`src/rtl/sr_ff_bank.sv`:
```
// Bank of WIDTH clocked SR flip-flops with elaboration-time conflict policy and conflict reporting.
// Optional two-sample input filter: define SR_FF_BANK_FILTER_EN.
module sr_ff_bank #(
  parameter int               WIDTH     = 8,
  parameter int               MODE      = 0,
  parameter logic [WIDTH-1:0] RESET_VAL = '0,
  parameter int               CNT_W     = 8
) (
  input  logic             clk,
  input  logic             rst_n,
  input  logic             en,
  input  logic [WIDTH-1:0] s,
  input  logic [WIDTH-1:0] r,
  input  logic             clr_cnt,
  output logic [WIDTH-1:0] q,
  output logic [WIDTH-1:0] qbar,
  output logic             conflict,
  output logic [WIDTH-1:0] conflict_bits,
  output logic             conflict_sticky,
  output logic [CNT_W-1:0] conflict_cnt
);

  // Out-of-range MODE values fall back to hold.
  localparam int MODE_EFF = (MODE > 3 || MODE < 0) ? 0 : MODE;
  localparam logic [CNT_W-1:0] CNT_MAX = {CNT_W{1'b1}};

  logic [WIDTH-1:0] s_eff;
  logic [WIDTH-1:0] r_eff;
  logic [WIDTH-1:0] conf;
  logic [WIDTH-1:0] set_only;
  logic [WIDTH-1:0] rst_only;
  logic [WIDTH-1:0] base_q;
  logic [WIDTH-1:0] next_q;

`ifdef SR_FF_BANK_FILTER_EN
  logic [WIDTH-1:0] hist_s;
  logic [WIDTH-1:0] hist_r;

  // A request counts only when seen on two consecutive enabled samples.
  always_ff @(posedge clk or negedge rst_n) begin
    if (!rst_n) begin
      hist_s <= '0;
      hist_r <= '0;
    end else if (en) begin
      hist_s <= s;
      hist_r <= r;
    end
  end

  assign s_eff = s & hist_s;
  assign r_eff = r & hist_r;
`else
  assign s_eff = s;
  assign r_eff = r;
`endif

  assign conf     = s_eff & r_eff;
  assign set_only = s_eff & ~r_eff;
  assign rst_only = r_eff & ~s_eff;
  assign base_q   = (q | set_only) & ~rst_only;

  always_comb begin
    next_q = base_q;
    case (MODE_EFF)
      1:       next_q = base_q | conf;
      2:       next_q = base_q & ~conf;
      3:       next_q = base_q ^ conf;
      default: next_q = base_q;
    endcase
  end

  always_ff @(posedge clk or negedge rst_n) begin
    if (!rst_n) begin
      q             <= RESET_VAL;
      conflict      <= 1'b0;
      conflict_bits <= '0;
    end else if (en) begin
      q             <= next_q;
      conflict      <= |conf;
      conflict_bits <= conf;
    end else begin
      conflict      <= 1'b0;
      conflict_bits <= '0;
    end
  end

  // Clear has priority over a same-cycle conflict; the counter saturates.
  always_ff @(posedge clk or negedge rst_n) begin
    if (!rst_n) begin
      conflict_sticky <= 1'b0;
      conflict_cnt    <= '0;
    end else if (clr_cnt) begin
      conflict_sticky <= 1'b0;
      conflict_cnt    <= '0;
    end else if (en && |conf) begin
      conflict_sticky <= 1'b1;
      if (conflict_cnt != CNT_MAX) begin
        conflict_cnt <= conflict_cnt + 1'b1;
      end
    end
  end

  assign qbar = ~q;

endmodule

```
`config.mk`:
```
export PLATFORM = sky130hd
export DESIGN_NAME = sr_ff_bank
export DESIGN_NICKNAME = d
export VERILOG_FILES = /design/src/rtl/sr_ff_bank.sv
export SDC_FILE = /design/constraint.sdc
export NUM_CORES = 1
export LEC_CHECK = 0
export BUFFER_PORTS_ARGS = -buffer_cell sky130_fd_sc_hd__buf_2
export CAP_MARGIN = 20
export CORE_AREA = 2 2 43 75
export CTS_CLUSTER_DIAMETER = 60
export DETAILED_ROUTE_END_ITERATION = 8
export DIE_AREA = 0 0 45 77
export PLACE_DENSITY_LB_ADDON = 0.3
export SLEW_MARGIN = 5
export SYNTH_ARGS = -nofsm -noshare
export SYNTH_HDL_FRONTEND = slang
export SYNTH_SLANG_ARGS = --single-unit
```
`constraint.sdc`:
```
create_clock -name clk -period 2.2 [get_ports clk]
set_input_delay 0.44 -clock clk [delete_from_list [all_inputs] [get_ports clk]]
set_output_delay 0.44 -clock clk [all_outputs]
set_load 0.005 [all_outputs]
```
==> metrics.csv, run 1 <==
metric;value;unit
DR pass1 iterations;4;
Fin. Hold Viols;0;
layout cells sized above 1;39.8;%
slew margin rel.;62.0;%
most frequent cells after synthesis;dfrtp_1 (26), a21oi_1 (18), nand2_1 (11);
post-route clock period utilization;82.8;%
Pwr Total;1.01;mW
Clock H-tree levels;1;
Worst Path Arrival;2.03;ns
FP Rows;26;
final RePlAce weighted congestion;0.806;
Yosys reg bits;26;
worst setup margin;0.379;ns
WL final;2890;µm
CTS root buf;clkbuf_8;
combinational power share;16.8;%
IO Count;54;
Yosys cell types;33;
Initial Util;44.1;%
chip width;45;µm
share of the synthesized area in the top cell type;51.5;%
reg-to-reg setup timing slack;0.38;ns
critical path fanouts, max;6;
# fillers;268;
min Tclk post-route;1.82;ns
Reg2Reg Depth;6;
CTS Hold Bufs;0;
static leakage;0.862;nW
n_diodes;0;
pre-CTS setup slack;0.419;ns
WS Path Type;flip-flop to flip-flop;
Max VDD drop;0.386;mV
placed cell count;200;
post-synthesis cell count;123;
CORE AREA;2860;µm²
final setup vio count;0;
Max Slew Vio Count;0;
register area share after synthesis;51.5;%
Hold WC Path Type;input pin to asynchronous set/reset pin;
pin count of the biggest net entering global routing;27;
first-pass GRT wire length;4690;µm
PortBufs;53;
Vias per Instance;5.48;
largest area contributor in the netlist;dfrtp_1;
Most used DFF post-synth;dfrtp_1;
initial DRC count;22;
Crit Reg-Reg Endpoint;conflict_cnt[7]$_DFFE_PN0P_;
Final ANT Viol Nets;0;
Critical Path Sink;conflict_cnt[7]$_DFFE_PN0P_;
non-filler cells in the finished layout;204;
sequential power share;52.0;%
Worst-path clk slew;0.09;ns
sw frac;26.2;%
Fmax;0.549;GHz
CTS Sinks;26;
Psw;266;µW
TNS Setup;0;ns
EDFF count, synth;0;
initial antenna violation count;0;
drt drc;0;
RSZ-0062 raised after global routing;no;
CP max-delay cell;or4_1;
register area;651;µm²
worst-case clock buffer depth;2;
CTS tree;built;
Post-CTS Setup Inserts;0;
crit path cell chain;ha_1, and2_1, nand4_1, nand3_2, or4_1, a21oi_1;
total number of vias;1117;
die height;77;µm
Async S/R FF share, synth;100;%
CTS resizes;0;
GRT Total Usage;17.8;%
clock power share;31.1;%
Setup crit start;conflict_cnt[0]$_DFFE_PN0P_;
Synth Warn #;0;
actual slew at the worst max-slew pin;0.570;ns
CTS buffer count;3;
Post-Syn Area;1260;µm²
Worst Path Required;2.41;ns
Int Power;748;µW
crit start category;flip-flop;
Final #Nets;198;
max cap viols;0;
gr ovfl total;0;
pwr/cell area;634;nW/µm²
status;completed;
most frequent cell after synthesis;dfrtp_1;
worst flop-to-flop path startpoint;conflict_cnt[0]$_DFFE_PN0P_;
synthesis-to-finish area growth;26.6;%
vias in the first global route;1109;
routed len/inst;14.2;µm
Critical Path Max Stage Delay;0.50;ns
synthesized area per cell;10.3;µm²
Die ar.;3470;µm²
worst-skew pair later-pin latency;0.27;ns
Max Clock Skew;0.00561;ns
Multi-input gate area;557;µm²
Syn Nets;144;
Area contributors post-synth;dfrtp_1 (51%), a21oi_1 (7.1%), and3_1 (4.5%), nand2b_1 (4.5%), mux2_4 (3.6%);
Worst Setup End Kind;flip-flop;
dpl hpwl;2150;µm
-- area by class of cell --
cell class / count / share of cell area, %
well taps: 28 / 2.19
clock buffers: 4 / 3.44
repair buffers: 54 / 17.0
flip-flops and latches: 26 / 40.7
inverters: 8 / 1.88
multi-input cells: 84 / 34.8
-- how the worst min path moves through the flow --
stage                                  endpoint  startpoint  slack [ns]  cells after the start
floorplan                    conflict$_DFF_PN0_       rst_n        0.14                      0
detailed placement  conflict_cnt[7]$_DFFE_PN0P_       rst_n        0.48                      1
global placement    conflict_cnt[5]$_DFFE_PN0P_       rst_n        0.47                      1
finish              conflict_cnt[5]$_DFFE_PN0P_       rst_n        0.15                      1
CTS                 conflict_cnt[7]$_DFFE_PN0P_       rst_n        0.18                      1
global route                   q[6]$_DFFE_PN0P_       rst_n        0.20                      1
-- critical path: cells and delay by family, from the launching register on --
family,cells,cell delay (ns)
AOI/OAI and AO/OA,1,0.16
and+or+nand+nor,4,0.95
DFF,1,0.43
adders and majority gates,1,0.22
-- state kept, by name, summed over array words and instances, names as in the netlist --
signal	flops
conflict_sticky	1
conflict_bits	8
q	8
conflict	1
conflict_cnt	8
-- stage by stage --
stage	hold WS [ns]	cell area, µm²	utilization, %
2_1_floorplan	0.144	1260	-
6_report	0.146	1600	55.9
3_5_place_dp	0.482	1550	54.0
3_3_place_gp	0.471	1550	54.0
5_1_grt	0.201	1600	55.9
4_1_cts	0.181	1600	55.9
-- per-layer routing --
metal	up-vias	share of wire (%)	GRT usage, %
met4	0	1.9	7.65
met1	534	40	21.2
met2	45	51	29.9
met5	-	0	0
li1	531	-	-
met3	7	6.8	3.29
-- placed cells by master, fill, tap and decap left out, types with 2 or more instances in the layout --
| cell type | n |
|---|---|
| clkbuf_8 | 4 |
| or4_1 | 2 |
| o31ai_1 | 2 |
| inv_1 | 8 |
| dfrtp_1 | 26 |
| mux2_4 | 3 |
| a22oi_1 | 2 |
| buf_2 | 53 |
| nand2_1 | 11 |
| nor2_1 | 3 |
| nor2b_1 | 5 |
| a21oi_1 | 18 |
| nand2b_1 | 9 |
| and3_1 | 9 |
| and3_4 | 2 |
-- power groups by stage --
stage                     registers, mW  clock network, mW  logic (mW)
final                             0.528              0.316       0.171
after floorplan                   0.539                  0      0.0761
after global routing              0.533              0.341       0.194
after detailed placement          0.537                  0       0.174
after global placement            0.535                  0       0.169
after CTS                         0.528              0.320       0.175
-- cell families (layout without fill, tap and decap cells) --
family,Yosys count,in the layout,share of synthesized area (%)
muxes,4,4,4.36
AOI/OAI and AO/OA,29,29,14.9
DFF,26,26,51.5
adders and majority gates,1,1,0.990
buffers and inverters,13,66,4.46
and+or+nand+nor,50,50,23.9
(Power assumes the default switching activity.)
==> run 2, diff against run 1 <==
--- a/config.mk
+++ b/config.mk
@@ -5,12 +5,13 @@
 export SDC_FILE = /design/constraint.sdc
 export NUM_CORES = 1
 export LEC_CHECK = 0
+export ABC_AREA = 1
 export BUFFER_PORTS_ARGS = -buffer_cell sky130_fd_sc_hd__buf_2
 export CAP_MARGIN = 20
-export CORE_AREA = 2 2 43 75
+export CORE_AREA = 2 2 43 74
 export CTS_CLUSTER_DIAMETER = 60
 export DETAILED_ROUTE_END_ITERATION = 8
-export DIE_AREA = 0 0 45 77
+export DIE_AREA = 0 0 45 76
 export PLACE_DENSITY_LB_ADDON = 0.3
 export SLEW_MARGIN = 5
 export SYNTH_ARGS = -nofsm -noshare
==> constraint.sdc (replaced) <==
create_clock -name clk -period 1.8 [get_ports clk]
set_input_delay 0.36 -clock clk [delete_from_list [all_inputs] [get_ports clk]]
set_output_delay 0.36 -clock clk [all_outputs]
set_load 0.005 [all_outputs]
==> run 2 against run 1 <==
Synthesized cell count is 22% higher. Register-to-register slack worse by 0.04 ns. Total power rose by 26%. Largest power group unchanged. Hold slack got worse by 0.064 ns. Via count rose by 7.2%. Cell area shrank 0.86%. Routed wire length shrank 5.3%.
==> metrics.csv, run 2 <==
metric;value;unit
most frequent cells in the layout;buf_2 (53), nand2_1 (33), nor2_1 (30);
Critical Path Max Stage Delay;0.44;ns
register area share after synthesis;52.3;%
CP most frequent cell;nand2_1;
CP max-delay cell;dfrtp_1;
DR WL met2;1430;µm
final setup vio count;0;
highest metal used;met4;
max cap viols;0;
Hold WC Path Type;input pin to asynchronous set/reset pin;
Yosys reg bits;26;
pin count of the biggest net entering global routing;27;
Area contributors post-synth;dfrtp_1 (52%), nand2_1 (10%), nor2_1 (9.1%), o31ai_1 (4.8%), nand3_1 (4.0%);
total number of vias;1197;
Fin. Hold Viols;0;
largest area contributor in the netlist;dfrtp_1;
most frequent cell after synthesis;nand2_1;
IO Count;54;
Largest delay share family, worst path;simple AND/OR/NAND/NOR gates;
Placement Cell Area;1530;µm²
Final #Nets;226;
initial DRC count;25;
Worst Path Required;1.96;ns
most common cell after layout, fill and taps aside;buf_2;
Initial Util;43.4;%
critical path fanouts, max;9;
first-pass GRT wire length;4560;µm
WL final;2740;µm
M1 WL;1050;µm
CTS buffer count;3;
Largest regs;conflict_bits: 8 flops, conflict_cnt: 8 flops, q: 8 flops;
CTS root buf;clkbuf_8;
FP Rows;26;
Syn Nets;171;
CORE AREA;2860;µm²
Die ar.;3420;µm²
pwr/cell area;803;nW/µm²
synthesis-to-finish area growth;27.6;%
share of the synthesized area in the top cell type;52.3;%
DR WL met3;185;µm
crit start category;flip-flop;
EDFF count, synth;0;
most frequent cells after synthesis;nand2_1 (33), nor2_1 (30), dfrtp_1 (26);
drt drc;0;
Post-Syn Area;1240;µm²
DR pass1 iterations;4;
routed len/inst;11.8;µm
Worst-path clk slew;0.09;ns
CP Buf/Inv Count;0;
Max Slew Vio Count;0;
Max Clock Skew;0.00442;ns
PortBufs;53;
Yosys cell types;21;
min Tclk post-route;1.46;ns
post-synthesis cell count;150;
Final ANT Viol Nets;0;
Max VDD drop;0.534;mV
die height;76;µm
slew margin rel.;62.4;%
Worst Path Arrival;1.62;ns
final core area utilization;55.4;%
TNS Setup;0;ns
layout cells sized above 1;32.4;%
Post-CTS Setup Inserts;0;
Clock H-tree levels;1;
gr ovfl total;0;
worst-skew pair later-pin latency;0.26;ns
post-route clock period utilization;81.1;%
synthesized area per cell;8.29;µm²
Vias per Instance;5.16;
CTS resizes;0;
GRT Total Usage;17.1;%
status;completed;
worst flop-to-flop path startpoint;conflict_cnt[0]$_DFFE_PN0P_;
RSZ-0062 raised after global routing;no;
chip width;45;µm
final RePlAce weighted congestion;0.747;
worst hold margin;0.0827;ns
actual slew at the worst max-slew pin;0.564;ns
WS Path Type;flip-flop to flip-flop;
vias in the first global route;1179;
Worst Setup End Kind;flip-flop;
static leakage;0.908;nW
CTS Hold Bufs;0;
worst-case clock buffer depth;2;
crit path cell chain;ha_1, nand2_2, nor2_4, nand3_2, nand3_4, nand2_4, nand2_1, nand2_1;
CTS Sinks;26;
Setup crit start;conflict_cnt[0]$_DFFE_PN0P_;
n_diodes;0;
Synth Warn #;0;
Async S/R FF share, synth;100;%
initial antenna violation count;0;
CTS tree;built;
Pwr Total;1.27;mW
cell area after layout;1590;µm²
dpl hpwl;2140;µm
Most used DFF post-synth;dfrtp_1;
Fmax;0.685;GHz
-- run 2: cell count changes after synthesis, moves of 5 or more --
cell / before / now
a21oi_1: 18 / 3
and3_1: 9 / 0
inv_1: 8 / 13
nand2_1: 11 / 33
nand2b_1: 9 / 0
nand3_1: 1 / 10
nor2_1: 3 / 30
nor2b_1: 5 / 0
o21ai_0: 1 / 9
o31ai_1: 2 / 8
-- run 2: path summary, 6_finish.rpt --
path	end	cells after the start	slack, ns
worst max-delay path	conflict_cnt[2]$_DFFE_PN0P_	8	0.34
worst min-delay path	q[1]$_DFFE_PN0P_	1	0.08
worst max register to register	conflict_cnt[2]$_DFFE_PN0P_	8	0.34
worst min register to register	conflict_sticky$_DFFE_PN0P_	2	0.50
max in group asynchronous	conflict_bits[4]$_DFF_PN0_	1	1.35
min in group clk	q[6]$_DFFE_PN0P_	2	0.28
-- run 2: area by class of cell --
cell class | instances | area, µm²
Sequential cell | 26 | 651
Inverter | 15 | 56.3
Timing Repair Buffer | 53 | 265
Tap cell | 28 | 35.0
Multi-Input combinational cell | 106 | 524
Fill cell | 267 | 1280
Clock buffer | 4 | 55.1
-- run 2: power by group --
part	total, mW	switching (mW)	internal (mW)
Sequential	0.670	0.0392	0.631
Combinational	0.240	0.131	0.109
Clock	0.364	0.169	0.195
-- run 2: cell families after synthesis --
group / after synthesis / synth area share, %
adders and majority gates: 1 / 1.01
and+or+nand+nor: 83 / 30.1
DFF: 26 / 52.3
buffers and inverters: 18 / 5.53
xor gates and xnor gates: 2 / 1.41
AOI/OAI and AO/OA: 20 / 9.66
-- run 2: worst register-to-register path, cell delays in order (launching register included) --
cell	delay, ns
dfrtp_1	0.44
ha_1	0.21
nand2_2	0.08
nor2_4	0.15
nand3_2	0.11
nand3_4	0.16
nand2_4	0.10
nand2_1	0.07
nand2_1	0.04
-- run 2: metal layers --
layer | global-route usage, % | vias to the layer above
met5 | 0 | -
met4 | 7.94 | 0
met3 | 2.61 | 10
met2 | 29.7 | 52
met1 | 19.2 | 549
li1 | - | 586
-- run 2: through the flow --
stage	setup WS, ns	cells
after floorplan	0.494	150
after global placement	0.460	228
after detailed placement	0.382	228
after CTS	0.346	232
after global routing	0.215	232
final	0.340	232
==> run 3, diff against run 2 <==
--- a/config.mk
+++ b/config.mk
@@ -8,10 +8,10 @@
 export ABC_AREA = 1
 export BUFFER_PORTS_ARGS = -buffer_cell sky130_fd_sc_hd__buf_2
 export CAP_MARGIN = 20
-export CORE_AREA = 2 2 43 74
+export CORE_AREA = 2 2 45 77
 export CTS_CLUSTER_DIAMETER = 60
 export DETAILED_ROUTE_END_ITERATION = 8
-export DIE_AREA = 0 0 45 76
+export DIE_AREA = 0 0 47 79
 export PLACE_DENSITY_LB_ADDON = 0.3
 export SLEW_MARGIN = 5
 export SYNTH_ARGS = -nofsm -noshare
==> constraint.sdc (replaced) <==
create_clock -name clk -period 1.3 [get_ports clk]
set_input_delay 0.26 -clock clk [delete_from_list [all_inputs] [get_ports clk]]
set_output_delay 0.26 -clock clk [all_outputs]
set_load 0.005 [all_outputs]
==> run 3 against run 2 <==
The flow now finishes with violations (negative hold slack). Non-clock buffer count increased by 7. Routed wire length increased by 0.51%. Cell area increased by 4.9%. Sequential cell count unchanged. Critical path type unchanged. First-iteration DRC count decreased by 16%. Clock power increased by 19%. Highest routed layer unchanged. Total power increased by 34%. Clock skew increased by 0.0022 ns.
==> metrics.csv, run 3 (synthesis gave the netlist of run 2 again) <==
metric;value;unit
FP Rows;27;
PortBufs;53;
routed len/inst;10.9;µm
Largest regs;conflict_bits: 8 flops, conflict_cnt: 8 flops, q: 8 flops;
status;finished, violations left;
WL final;2760;µm
initial antenna violation count;0;
drt drc;0;
CTS root buf;clkbuf_8;
max cap viols;0;
Fin. Hold Viols;26;
TNS Setup;0;ns
Placement Cell Area;1610;µm²
Max Slew Vio Count;0;
Largest delay share family, worst path;simple AND/OR/NAND/NOR gates;
total number of vias;1189;
die height;79;µm
synthesis-to-finish area growth;33.8;%
Clock H-tree levels;1;
worst flop-to-flop path startpoint;conflict_cnt[0]$_DFFE_PN0P_;
final setup vio count;0;
violations in the final reports;negative hold slack;
Die ar.;3710;µm²
crit path cell chain;ha_2, nand2_2, nor2_4, nand3_4, nand3_4, nand2_4, nand2_1, nand2_1;
Critical Path Max Stage Delay;0.36;ns
worst hold margin;-0.0139;ns
critical path fanouts, max;7;
CTS tree;built;
CTS buffer count;3;
GRT Total Usage;16.5;%
pin count of the biggest net entering global routing;27;
first-pass GRT wire length;4530;µm
chip width;47;µm
Worst Setup End Kind;flip-flop;
Worst-path clk slew;0.08;ns
WS Path Type;flip-flop to flip-flop;
Final ANT Viol Nets;0;
crit start category;flip-flop;
Final #Nets;234;
Post-CTS Setup Inserts;0;
Vias per Instance;4.68;
Max VDD drop;0.540;mV
most common cell after layout, fill and taps aside;buf_2;
Crit Reg-Reg Endpoint;conflict_cnt[4]$_DFFE_PN0P_;
pwr/cell area;1030;nW/µm²
Initial Util;40.0;%
Max Clock Skew;0.00664;ns
dpl hpwl;2160;µm
initial DRC count;21;
Worst Path Arrival;1.42;ns
reg-to-reg setup timing slack;0.04;ns
static leakage;0.942;nW
min Tclk post-route;1.26;ns
DR pass1 iterations;4;
RSZ-0062 raised after global routing;yes;
n_diodes;0;
gr ovfl total;0;
actual slew at the worst max-slew pin;0.579;ns
most frequent cells in the layout;buf_2 (53), nand2_1 (33), nor2_1 (30);
Fmax;0.793;GHz
worst-skew pair later-pin latency;0.26;ns
Hold WC Path Type;input pin to asynchronous set/reset pin;
Reg2Reg Depth;8;
Worst Path Required;1.46;ns
vias in the first global route;1117;
final RePlAce weighted congestion;0.800;
CP Buf/Inv Count;0;
IO Count;54;
cell area after layout;1660;µm²
CP max-delay cell;dfrtp_1;
post-route clock period utilization;97.0;%
layout cells sized above 1;35.1;%
CTS Sinks;26;
slew margin rel.;61.4;%
worst-case clock buffer depth;2;
CORE AREA;3110;µm²
==> run 3: changes by cell type in the layout (fill, tap and decap cells not counted) <==
cell / delta
nand3_4: +1
ha_2: +1
clkbuf_8: -1
ha_1: -1
buf_4: +7
==> run 3: worst max-delay path by stage <==
| stage | start | endpoint | slack (ns) | depth (start not counted) |
|---|---|---|---|---|
| after global routing | conflict_cnt[0]$_DFFE_PN0P_ | conflict_cnt[1]$_DFFE_PN0P_ | -0.06 | 8 |
| after floorplan | conflict_cnt[0]$_DFFE_PN0P_ | conflict_cnt[2]$_DFFE_PN0P_ | 0.02 | 8 |
| after global placement | conflict_cnt[1]$_DFFE_PN0P_ | conflict_cnt[7]$_DFFE_PN0P_ | 0.02 | 8 |
| final | conflict_cnt[0]$_DFFE_PN0P_ | conflict_cnt[4]$_DFFE_PN0P_ | 0.04 | 8 |
| after CTS | conflict_cnt[0]$_DFFE_PN0P_ | conflict_cnt[5]$_DFFE_PN0P_ | 0.007 | 8 |
| after detailed placement | conflict_cnt[1]$_DFFE_PN0P_ | conflict_cnt[5]$_DFFE_PN0P_ | 0.02 | 8 |
==> run 3: layout make-up <==
| type | count | area (µm²) |
|---|---|---|
| Tap cell | 43 | 53.8 |
| Clock buffer | 3 | 41.3 |
| Timing Repair Buffer | 60 | 318 |
| Sequential cell | 26 | 651 |
| Inverter | 15 | 56.3 |
| Multi-Input combinational cell | 107 | 544 |
| Fill cell | 324 | 1440 |
==> run 3: per-layer routing <==
metal	track usage [%]	share of wire, %	up-vias
li1	-	-	602
met1	17.6	40	547
met2	30.1	54	38
met3	2.95	5.4	2
met4	5.83	0.76	0
met5	0	0	-
==> run 3: repair_timing <==
item / in CTS / in global routing
setup endpoints to repair: 0 / 7
hold buffers: 0 / 0
gates resized for setup: 0 / 1
==> run 3: power breakdown <==
part	internal [mW]	leakage [nW]	switching, mW
registers	0.873	0.336	0.0492
clock network	0.207	0.0216	0.226
logic	0.167	0.584	0.191
==> run 3: metrics by stage <==
| step | hold slack [ns] | utilization [%] | setup slack, ns | std cells | power [mW] |
|---|---|---|---|---|---|
| global route | 0.00660 | 53.5 | -0.0611 | 254 | 1.84 |
| floorplan | -0.0356 | - | 0.0178 | 150 | 1.10 |
| global placement | 0.294 | 51.7 | 0.0238 | 250 | 1.29 |
| finish | -0.0139 | 53.5 | 0.0389 | 254 | 1.71 |
| detailed placement | 0.296 | 51.7 | 0.0183 | 250 | 1.30 |
| CTS | 0.00101 | 53.0 | 0.00693 | 253 | 1.74 |
